--- src/rtl/cone_pkg.sv ---
// cone_pkg: shared types and defaults for the cone deserializer.
// Optional feature macro: CONE_DESER_PARITY_EN adds a parity bit to each buffer entry.
package cone_pkg;
  localparam int CONE_WIDTH_DEF = 8;
  typedef enum logic [1:0] {IDLE, FILL, STALL} cone_deser_state_e;
  typedef struct packed {
    logic [CONE_WIDTH_DEF-1:0] data;
    logic [$clog2(CONE_WIDTH_DEF+1)-1:0] len;
`ifdef CONE_DESER_PARITY_EN
    logic parity;
`endif
  } cone_entry_t;
endpackage

--- src/rtl/cone_sync_fifo.sv ---
// cone_sync_fifo: DEPTH-entry synchronous FIFO (DEPTH a power of two).
// Ports: clk, rst_n (async active-low), push/wdata, pop/rdata (head entry),
// full, empty, level (current occupancy). Push while full is honoured only with a same-cycle pop.
module cone_sync_fifo #(
  parameter int DW = 8,
  parameter int DEPTH = 2
) (
  input  logic                       clk,
  input  logic                       rst_n,
  input  logic                       push,
  input  logic [DW-1:0]              wdata,
  input  logic                       pop,
  output logic [DW-1:0]              rdata,
  output logic                       full,
  output logic                       empty,
  output logic [$clog2(DEPTH+1)-1:0] level
);
  localparam int AW = $clog2(DEPTH);
  localparam int LW = $clog2(DEPTH+1);
  logic [DW-1:0] mem [DEPTH];
  logic [AW-1:0] wp, rp;
  logic do_push, do_pop;
  assign do_pop = pop && !empty;
  assign do_push = push && (!full || do_pop);
  assign full = level == LW'(DEPTH);
  assign empty = level == '0;
  assign rdata = mem[rp];
  // Storage is cleared on reset so the head reads zero straight out of reset.
  always_ff @(posedge clk or negedge rst_n)
    if (!rst_n) begin
      for (int i = 0; i < DEPTH; i++) mem[i] <= '0;
      wp <= '0;
      rp <= '0;
      level <= '0;
    end else begin
      if (do_push) begin
        mem[wp] <= wdata;
        wp <= wp + 1'b1;
      end
      if (do_pop) rp <= rp + 1'b1;
      level <= level + LW'(do_push) - LW'(do_pop);
    end
endmodule

--- src/rtl/cone_deser_1to8.sv ---
// cone_deser_1to8: assembles the cone's serial result into WIDTH-bit words, LSB first, buffered.
// Ports: clk, rst_n (async active-low); in_bit/in_valid/in_ready serial input; flush pads and emits
// the partial word; out_data/out_len/out_valid/out_ready word output; overflow sticky dropped-flush flag.
// Optional macro CONE_DESER_PARITY_EN adds out_parity (XOR of the head word's valid bits).
module cone_deser_1to8
  import cone_pkg::*;
#(
  parameter int WIDTH = CONE_WIDTH_DEF,
  parameter int DEPTH = 2
) (
  input  logic                       clk,
  input  logic                       rst_n,
  input  logic                       in_bit,
  input  logic                       in_valid,
  output logic                       in_ready,
  input  logic                       flush,
  output logic [WIDTH-1:0]           out_data,
  output logic                       out_valid,
  input  logic                       out_ready,
  output logic [$clog2(WIDTH+1)-1:0] out_len,
`ifdef CONE_DESER_PARITY_EN
  output logic                       out_parity,
`endif
  output logic                       overflow
);
  localparam int CW = $clog2(WIDTH+1);
  localparam int LW = $clog2(DEPTH+1);
  typedef struct packed {
    logic [WIDTH-1:0] data;
    logic [CW-1:0] len;
`ifdef CONE_DESER_PARITY_EN
    logic parity;
`endif
  } entry_t;
  cone_deser_state_e state;
  logic [CW-1:0] count, n_bits;
  logic [WIDTH-1:0] shreg, word;
  logic [LW-1:0] level, level_nxt;
  logic acc, push_req, push, pop, full, empty, drop, full_nxt;
  entry_t wr_entry, rd_entry;
  assign in_ready = state != STALL;
  assign acc = in_valid && in_ready;
  // Bits land at their final position; bits at and above count stay zero, which doubles as padding.
  assign word = shreg | (WIDTH'(acc & in_bit) << count);
  assign n_bits = count + CW'(acc);
  // A completing bit and a flush in the same cycle produce one full word, never an extra empty one.
  assign push_req = (n_bits == CW'(WIDTH)) || (flush && n_bits != '0);
  assign pop = out_valid && out_ready;
  assign push = push_req && (!full || pop);
  assign drop = push_req && !push;
  assign level_nxt = level + LW'(push) - LW'(pop);
  assign full_nxt = level_nxt == LW'(DEPTH);
  assign wr_entry.data = word;
  assign wr_entry.len = n_bits;
`ifdef CONE_DESER_PARITY_EN
  assign wr_entry.parity = ^word;
  assign out_parity = rd_entry.parity;
`endif
  assign out_valid = !empty;
  assign out_data = rd_entry.data;
  assign out_len = rd_entry.len;
  // STALL is decided from next-cycle count and occupancy, so in_ready is a pure register decode.
  always_ff @(posedge clk or negedge rst_n)
    if (!rst_n) begin
      state <= IDLE;
      count <= '0;
      shreg <= '0;
      overflow <= 1'b0;
    end else begin
      state <= (push_req || n_bits == '0) ? IDLE :
               (n_bits == CW'(WIDTH-1) && full_nxt) ? STALL : FILL;
      count <= push_req ? '0 : n_bits;
      shreg <= push_req ? '0 : word;
      overflow <= overflow | drop;
    end
  cone_sync_fifo #(.DW($bits(entry_t)), .DEPTH(DEPTH)) u_fifo (
    .clk(clk),
    .rst_n(rst_n),
    .push(push),
    .wdata(wr_entry),
    .pop(pop),
    .rdata(rd_entry),
    .full(full),
    .empty(empty),
    .level(level)
  );
endmodule

--- config.mk ---
export PLATFORM = sky130hd
export DESIGN_NAME = cone_deser_1to8
export DESIGN_NICKNAME = d
export VERILOG_FILES = /design/src/rtl/cone_pkg.sv /design/src/rtl/cone_sync_fifo.sv /design/src/rtl/cone_deser_1to8.sv
export SDC_FILE = /design/constraint.sdc
export NUM_CORES = 1
export LEC_CHECK = 0
export BUFFER_PORTS_ARGS = -buffer_cell sky130_fd_sc_hd__buf_2
export CORE_UTILIZATION = 30
export DETAILED_ROUTE_END_ITERATION = 16
export PLACE_DENSITY = 0.53
export SYNTH_ARGS = -nofsm -noshare
export SYNTH_HDL_FRONTEND = slang
export SYNTH_HIERARCHICAL = 1
export SYNTH_SLANG_ARGS = --single-unit
--- constraint.sdc ---
create_clock -name clk -period 5 [get_ports clk]
set_clock_uncertainty 0.15 [all_clocks]
set_input_delay 0.75 -clock clk [delete_from_list [all_inputs] [get_ports clk]]
set_output_delay 0.75 -clock clk [all_outputs]
set_load 0.05 [all_outputs]
==> reports/qor.yml, run 1 <==
die_h_um: 85.1
synthDistinctLibCells: 33
gp_congestion: 0.736
die_w_um: 85.1
clk_pin_slew_ns: 0.08
synth.largest_area_cell: "dfrtp_1"
mostFrequentLayoutCells: "dfrtp_1 (43), mux2_2 (36), buf_2 (20)"
hold_viol: 0
p_leak_uw: 0.00116
syn-cell-area_um2: 2070
critPathArrivalTime_ns: 3.58
ioPinCount: 21
coreArea_um2: 6490
design_area_um2: 2320
relSlewSlack: 0.342
synthToLayoutAreaGrowth_pct: 11.8
crit_path_start_kind: "flop"
grt_overflow: 0
finalWirelength_um: 3920
drcViolationCount: 0
cts_setup_buffers: 0
clkSinkCount: 43
clk_latency_ns: 0.29
netlist.area_leader.share: 0.519
place_hpwl_um: 2680
clock_tree.buffer_depth: 2
holdBufCountCts: 0
critical_path.slowest_cell: "nor3_2"
drive_above_1_share: 0.418
ant_nets: 0
fmax_mhz: 282
dieArea_um2: 7240
seq_area_um2: 1080
rsz0062_at_grt: "no"
viasPerCell: 4.66
grt.total_usage: 0.121
max_cap_violations: 0
multi_input_area_um2: 925
root_buffer: "clkbuf_8"
path_cells: "nand2b_1, and2_1, ha_1, ha_1, xnor2_2, inv_2, nor3_2, mux2_4, and2_1, inv_1, nor3_2, buf_4, mux2_2"
htreeDepth: 2
drv_slew: 0
cts_resized: 0
fillers: 655
setup_tns_ns: 0
port_buffers: 20
worst_pin_slew_ns: 0.987
critPathMaxStageDelay_ns: 0.47
synthCells: 159
drt_pass1_iterations: 4
row_count: 29
synth_nets: 170
crit_required_ns: 5.03
fin_crit_ns: 3.55
wire_per_inst_um: 15.0
status: "complete, no violations"
cp_max_fo: 11
grt_pass1_wl_um: 6660
finalSetupViolCount: 0
finalCritPeriodShare: 0.710
synth-seq-cells: 43
grt_max_degree: 44
grt_pass1_vias: 1222
start_util: 0.319
syn_area_per_cell_um2: 13.0
critical_path_class: "reg -> reg"
antenna_found_initial: 0
synth_warnings: 6
place_area_um2: 2230
vias: 1217
cts_buffers: 5
critPathCaptureType: "flop"
final_common_cell: "dfrtp_1"
p_per_area_nw_per_um2: 501
n_antenna_cell: 0
ys_seq_area_frac: 0.519
ir_drop_uv: 299
cts_tree: "built"
drt-initial-drc-count: 72
nNetsFinal: 194
yosys-top-cells-area: "dfrtp_1 (52%), mux2_2 (20%), nor2b_1 (4.5%)"
hp-class: "reg -> reg"
-- final timing paths --
path                       startpoint        endpoint  slack, ns  cells after the start
max reg2reg                  state[0]  u_fifo/mem[18]       1.45                     13
min                          overflow        overflow       0.33                      1
min reg2reg                  overflow        overflow       0.33                      1
max                          state[0]  u_fifo/mem[18]       1.45                     13
max in group asynchronous       rst_n  u_fifo/mem[11]       3.63                      1
min in group asynchronous       rst_n        shreg[6]       0.47                      1
-- critical path: cells and delay by family, from the launching register on --
| family | cells | cell delay (ns) |
|---|---|---|
| and+or+nand+nor | 5 | 1.24 |
| muxes | 2 | 0.60 |
| buffers and inverters | 3 | 0.44 |
| adders and majority gates | 2 | 0.40 |
| DFF | 1 | 0.36 |
| xor gates and xnor gates | 1 | 0.23 |
-- per-stage QoR --
stage	util	hold slack [ns]	power, uW	cells	setup WS (ns)
floorplan	-	0.304	852	159	1.49
global placement	0.343	0.324	952	253	1.21
detailed placement	0.343	0.318	954	253	1.15
CTS	0.357	0.346	1180	261	1.40
global route	0.357	0.362	1240	261	1.20
finish	0.357	0.327	1160	261	1.45
-- cell families (layout without fill, tap and decap cells) --
logic type                 after synthesis  count (layout)  share of synthesized area
buffers and inverters                   10              35                     0.0344
and+or+nand+nor                         43              43                      0.131
muxes                                   37              37                      0.203
adders and majority gates                5               5                     0.0302
DFF                                     43              43                      0.519
xor gates and xnor gates                 7               7                     0.0332
AOI/OAI and AO/OA                       14              14                     0.0489
-- metal layers --
layer,track usage,wire (um)
met4,0.0324,19
met1,0.184,2130
met5,0,0
met3,0.0399,137
met2,0.163,1640
-- synth_stat cells (all sizes together) --
cell type,instances
nand3,1
a41o,1
nor3,3
a21o,3
buf,4
nand2b,4
and4bb,1
dfrtp,43
o21ai,2
inv,5
xor2,1
a21oi,3
and3,1
and4b,1
nor4,1
a41oi,1
clkbuf,1
nand2,5
and2,2
mux2,37
nor3b,1
nor2b,15
nor2,6
xnor2,6
a31o,4
ha,5
and3b,1
or2,1
-- area by class of cell --
class,instances,share of cell area
Clock buffer,6,0.0313
Clock inverter,2,0.00540
Inverter,5,0.00810
Multi-Input combinational cell,106,0.399
Sequential cell,43,0.465
Tap cell,77,0.0416
Timing Repair Buffer,22,0.0497
-- sequential cells by signal, summed over array words and instances (netlist names) --
| name | flops |
|---|---|
| u_fifo/mem | 24 |
| shreg | 8 |
| count | 4 |
| state | 2 |
| u_fifo/level | 2 |
| overflow | 1 |
| u_fifo/rp | 1 |
| u_fifo/wp | 1 |
-- power breakdown --
part / switching (uW) / total [uW] / internal (uW)
clock: 121 / 219 / 97.8
combinational: 267 / 455 / 188
sequential: 72.0 / 486 / 414
total: 460 / 1160 / 699
Note: power is estimated with default switching activity, not from simulation.
==> run 2: changes to the inputs <==
==> constraint.sdc (replaced) <==
create_clock -name clk -period 3.7 [get_ports clk]
set_clock_uncertainty 0.15 [all_clocks]
set_input_delay 0.555 -clock clk [delete_from_list [all_inputs] [get_ports clk]]
set_output_delay 0.555 -clock clk [all_outputs]
set_load 0.05 [all_outputs]
==> reports/qor.yml, run 2 (synthesis gave the netlist of run 1 again) <==
grt_pass1_vias: 1244
reg_top3: "u_fifo/mem x24, shreg x8, count x4"
finalWirelength_um: 3720
root_buffer: "clkbuf_8"
fmax_mhz: 301
largest_reg_flops: 24
r2r-end: "state[1]"
setup_tns_ns: 0
whs_ns: 0.261
viasPerCell: 4.69
clk_pin_slew_ns: 0.09
cts_setup_buffers: 0
drcViolationCount: 0
grt_overflow: 0
rr_startpoint: "state[0]"
clk_latency_ns: 0.30
finalSetupViolCount: 0
status: "complete, no violations"
gp_congestion: 0.739
place_hpwl_um: 2570
clkSinkCount: 43
wire_per_inst_um: 14.1
drv_slew: 0
reg2reg_slack_ns: 0.37
mostFrequentLayoutCells: "dfrtp_1 (43), mux2_2 (36), buf_2 (20)"
globalRouteMet1Util: 0.171
cts_resized: 0
crit_required_ns: 3.79
ir_drop_uv: 417
drive_above_1_share: 0.430
grt_max_degree: 44
use_met3: 0.0311
finalCritPeriodShare: 0.899
nNetsFinal: 196
critPathArrivalTime_ns: 3.42
cts_buffers: 5
cp_max_fo: 11
critical_path_class: "reg -> reg"
use_met2: 0.172
relSlewSlack: 0.349
drt-initial-drc-count: 79
grt.total_usage: 0.119
htreeDepth: 2
n_antenna_cell: 0
dieArea_um2: 7240
ioPinCount: 21
hold_viol: 0
die_h_um: 85.1
coreArea_um2: 6490
worst_pin_slew_ns: 0.976
crit_path_start_kind: "flop"
fin_crit_ns: 3.33
final_common_cell: "dfrtp_1"
start_util: 0.319
critPathCaptureType: "flop"
rsz0062_at_grt: "no"
port_buffers: 20
antenna_found_initial: 0
p_leak_uw: 0.00117
vias: 1233
endpoint: "state[1]"
hp-class: "in -> async"
cts_tree: "built"
clock_tree.buffer_depth: 2
startpoint: "state[0]"
top_register: "u_fifo/mem"
grt-busiest-layer: "met2"
p_per_area_nw_per_um2: 669
ant_nets: 0
die_w_um: 85.1
max_cap_violations: 0
holdBufCountCts: 0
drt_pass1_iterations: 4
grt_pass1_wl_um: 6540
synthToLayoutAreaGrowth_pct: 12.7
reg2reg_depth: 14
row_count: 29
-- run 2: cell types whose count changed in the layout (fill, tap and decap cells not counted), sizes merged --
cell,delta
buf,+2
clkinvlp,+1
clkbuf,-1
-- run 2: worst min path at each step --
stage                   start             end  slack (ns)  cells after the start
2_1_floorplan           rst_n        count[0]        0.11                      0
3_3_place_gp   u_fifo/mem[11]  u_fifo/mem[11]        0.33                      1
3_5_place_dp         overflow        overflow        0.33                      1
4_1_cts                 rst_n   u_fifo/mem[8]        0.28                      1
5_1_grt                 flush        count[0]        0.31                      2
6_report                rst_n  u_fifo/mem[22]        0.26                      1
-- run 2: critical path: stages (launching register included) --
cell and delay [ns]:
dfrtp_1 0.36, nand2b_1 0.19, and2_1 0.18, ha_1 0.20, ha_1 0.21, xnor2_2 0.24, inv_2 0.07, nor3_2 0.17
mux2_4 0.38, nand2_1 0.09, ha_1 0.22, inv_1 0.05, ha_1 0.22, nor4_1 0.33, and3b_1 0.20
-- run 2: routing by layer --
metal	vias to the layer above	wire (um)
li1	604	-
met1	603	1920
met5	-	0
met4	0	46
met2	19	1640
met3	7	116
-- run 2: layout make-up --
cell class                      instances  area, um2
Sequential cell                        43       1080
Tap cell                               77       96.3
Clock inverter                          3       20.0
Fill cell                             635       4160
Inverter                                5       18.8
Clock buffer                            5       68.8
Multi-Input combinational cell        106        925
Timing Repair Buffer                   24        130
-- run 2: through the flow --
step / area, um2 / util / power [uW] / instances / setup WS (ns)
floorplan: 2070 / - / 1150 / 159 / 0.188
global placement: 2250 / 0.346 / 1280 / 255 / 0.342
detailed placement: 2250 / 0.346 / 1290 / 255 / 0.299
CTS: 2330 / 0.359 / 1590 / 263 / 0.372
global route: 2330 / 0.359 / 1670 / 263 / 0.112
finish: 2330 / 0.359 / 1560 / 263 / 0.375
-- run 2: power breakdown --
part	leakage, uW	switching (uW)	internal [uW]
registers	0.000572	97.0	559
logic	0.000556	352	256
clock network	0.0000402	167	131
total	0.00117	616	946
==> run 3: changes to the inputs <==
==> constraint.sdc (replaced) <==
create_clock -name clk -period 3.7 [get_ports clk]
set_clock_uncertainty 0.15 [all_clocks]
set_input_delay 0.185 -clock clk [delete_from_list [all_inputs] [get_ports clk]]
set_output_delay 0.185 -clock clk [all_outputs]
set_load 0.05 [all_outputs]
==> reports/qor.yml, run 3 (synthesis gave the netlist of run 1 again) <==
place_hpwl_um: 2600
fmax_mhz: 305
row_count: 29
clk_latency_ns: 0.29
p_leak_uw: 0.00117
max_cap_violations: 0
clkSinkCount: 43
cts_tree: "built"
wire_per_inst_um: 14.3
startpoint: "state[0]"
start_util: 0.319
drcViolationCount: 0
crit_path_frequent_cell: "ha_1"
p_per_area_nw_per_um2: 660
ioPinCount: 21
worst_pin_slew_ns: 0.953
cts_buffers: 5
grt_overflow: 0
grt.total_usage: 0.115
totalPowerFinal_uw: 1540
min_from: "out_ready"
root_buffer: "clkbuf_8"
reg_top3: "u_fifo/mem x24, shreg x8, count x4"
die_w_um: 85.1
drt_pass1_iterations: 4
gp_congestion: 0.691
hold_viol: 0
top_register: "u_fifo/mem"
die_h_um: 85.1
viasPerCell: 4.79
grt_pass1_wl_um: 6400
crit_path_start_kind: "flop"
cts_setup_buffers: 0
cts_resized: 0
ant_nets: 0
mostFrequentLayoutCells: "dfrtp_1 (43), mux2_2 (36), buf_2 (20)"
cp_max_fo: 11
vias: 1259
antenna_found_initial: 0
clock_tree.buffer_depth: 2
clk_pin_slew_ns: 0.08
grt_pass1_vias: 1267
path_cells: "nand2b_1, and2_1, ha_1, ha_1, xnor2_2, inv_2, nor3_2, mux2_4, nand2_1, ha_1, inv_1, ha_1, nor4_1, and3b_1"
finalWirelength_um: 3760
synthToLayoutAreaGrowth_pct: 12.9
n_antenna_cell: 0
port_buffers: 20
drv_slew: 0
setup_tns_ns: 0
critPathCaptureType: "flop"
drive_above_1_share: 0.414
htreeDepth: 2
coreArea_um2: 6490
holdBufCountCts: 2
hp-class: "in -> reg"
nNetsFinal: 198
reg2reg_slack_ns: 0.42
fin_crit_ns: 3.28
critical_path.slowest_cell: "mux2_4"
final_common_cell: "dfrtp_1"
largest_reg_flops: 24
relSlewSlack: 0.365
dieArea_um2: 7240
finalCritPeriodShare: 0.886
rsz0062_at_grt: "no"
finalSetupViolCount: 0
critical_path_class: "reg -> reg"
crit_required_ns: 3.78
status: "complete, no violations"
critPathArrivalTime_ns: 3.36
rr_startpoint: "state[0]"
ir_drop_uv: 500
drt-initial-drc-count: 48
grt_max_degree: 44
critPathMaxStageDelay_ns: 0.39
[run 3: cell type report]
type / instances / area, um2
well taps: 77 / 96.3
multi-input cells: 106 / 925
fillers: 630 / 4160
inverters: 5 / 18.8
flip-flops and latches: 43 / 1080
clock buffers: 6 / 72.6
repair buffers: 26 / 150
[run 3: worst paths after layout]
kind	cells past startpoint	to
max in group asynchronous	2	u_fifo/mem[23]
setup reg to reg	14	state[1]
setup / recovery	14	state[1]
hold reg to reg	1	overflow
hold / removal	5	u_fifo/rp
min in group asynchronous	2	u_fifo/mem[3]
[run 3: routing by layer]
metal | vias to the layer above | track usage | wire [um]
met1 | 622 | 0.160 | 1930
met4 | 0 | 0.0462 | 62
li1 | 608 | - | -
met2 | 22 | 0.173 | 1650
met3 | 7 | 0.0282 | 111
met5 | - | 0 | 0
[run 3: power by group]
part / switching, uW / total (uW) / internal [uW]
clock network: 147 / 273 / 126
registers: 102 / 662 / 559
logic: 351 / 610 / 260
[run 3: metrics by stage]
step | setup slack [ns] | hold slack (ns) | instance area, um2 | util | cells
floorplan | 0.188 | -0.261 | 2070 | - | 159
global placement | 0.477 | 0.254 | 2250 | 0.346 | 255
detailed placement | 0.406 | 0.237 | 2250 | 0.346 | 255
CTS | 0.372 | 0.311 | 2340 | 0.360 | 263
global route | 0.183 | 0.337 | 2340 | 0.360 | 263
finish | 0.422 | 0.323 | 2340 | 0.360 | 263
[run 3: worst max-delay path: cells and delay by family, from the launching register on]
family,cells,cell delay (ns)
simple gates,6,1.10
fa+ha+maj,4,0.85
xor+xnor,1,0.23
flops,1,0.36
buf+inv,2,0.12
mux,1,0.39
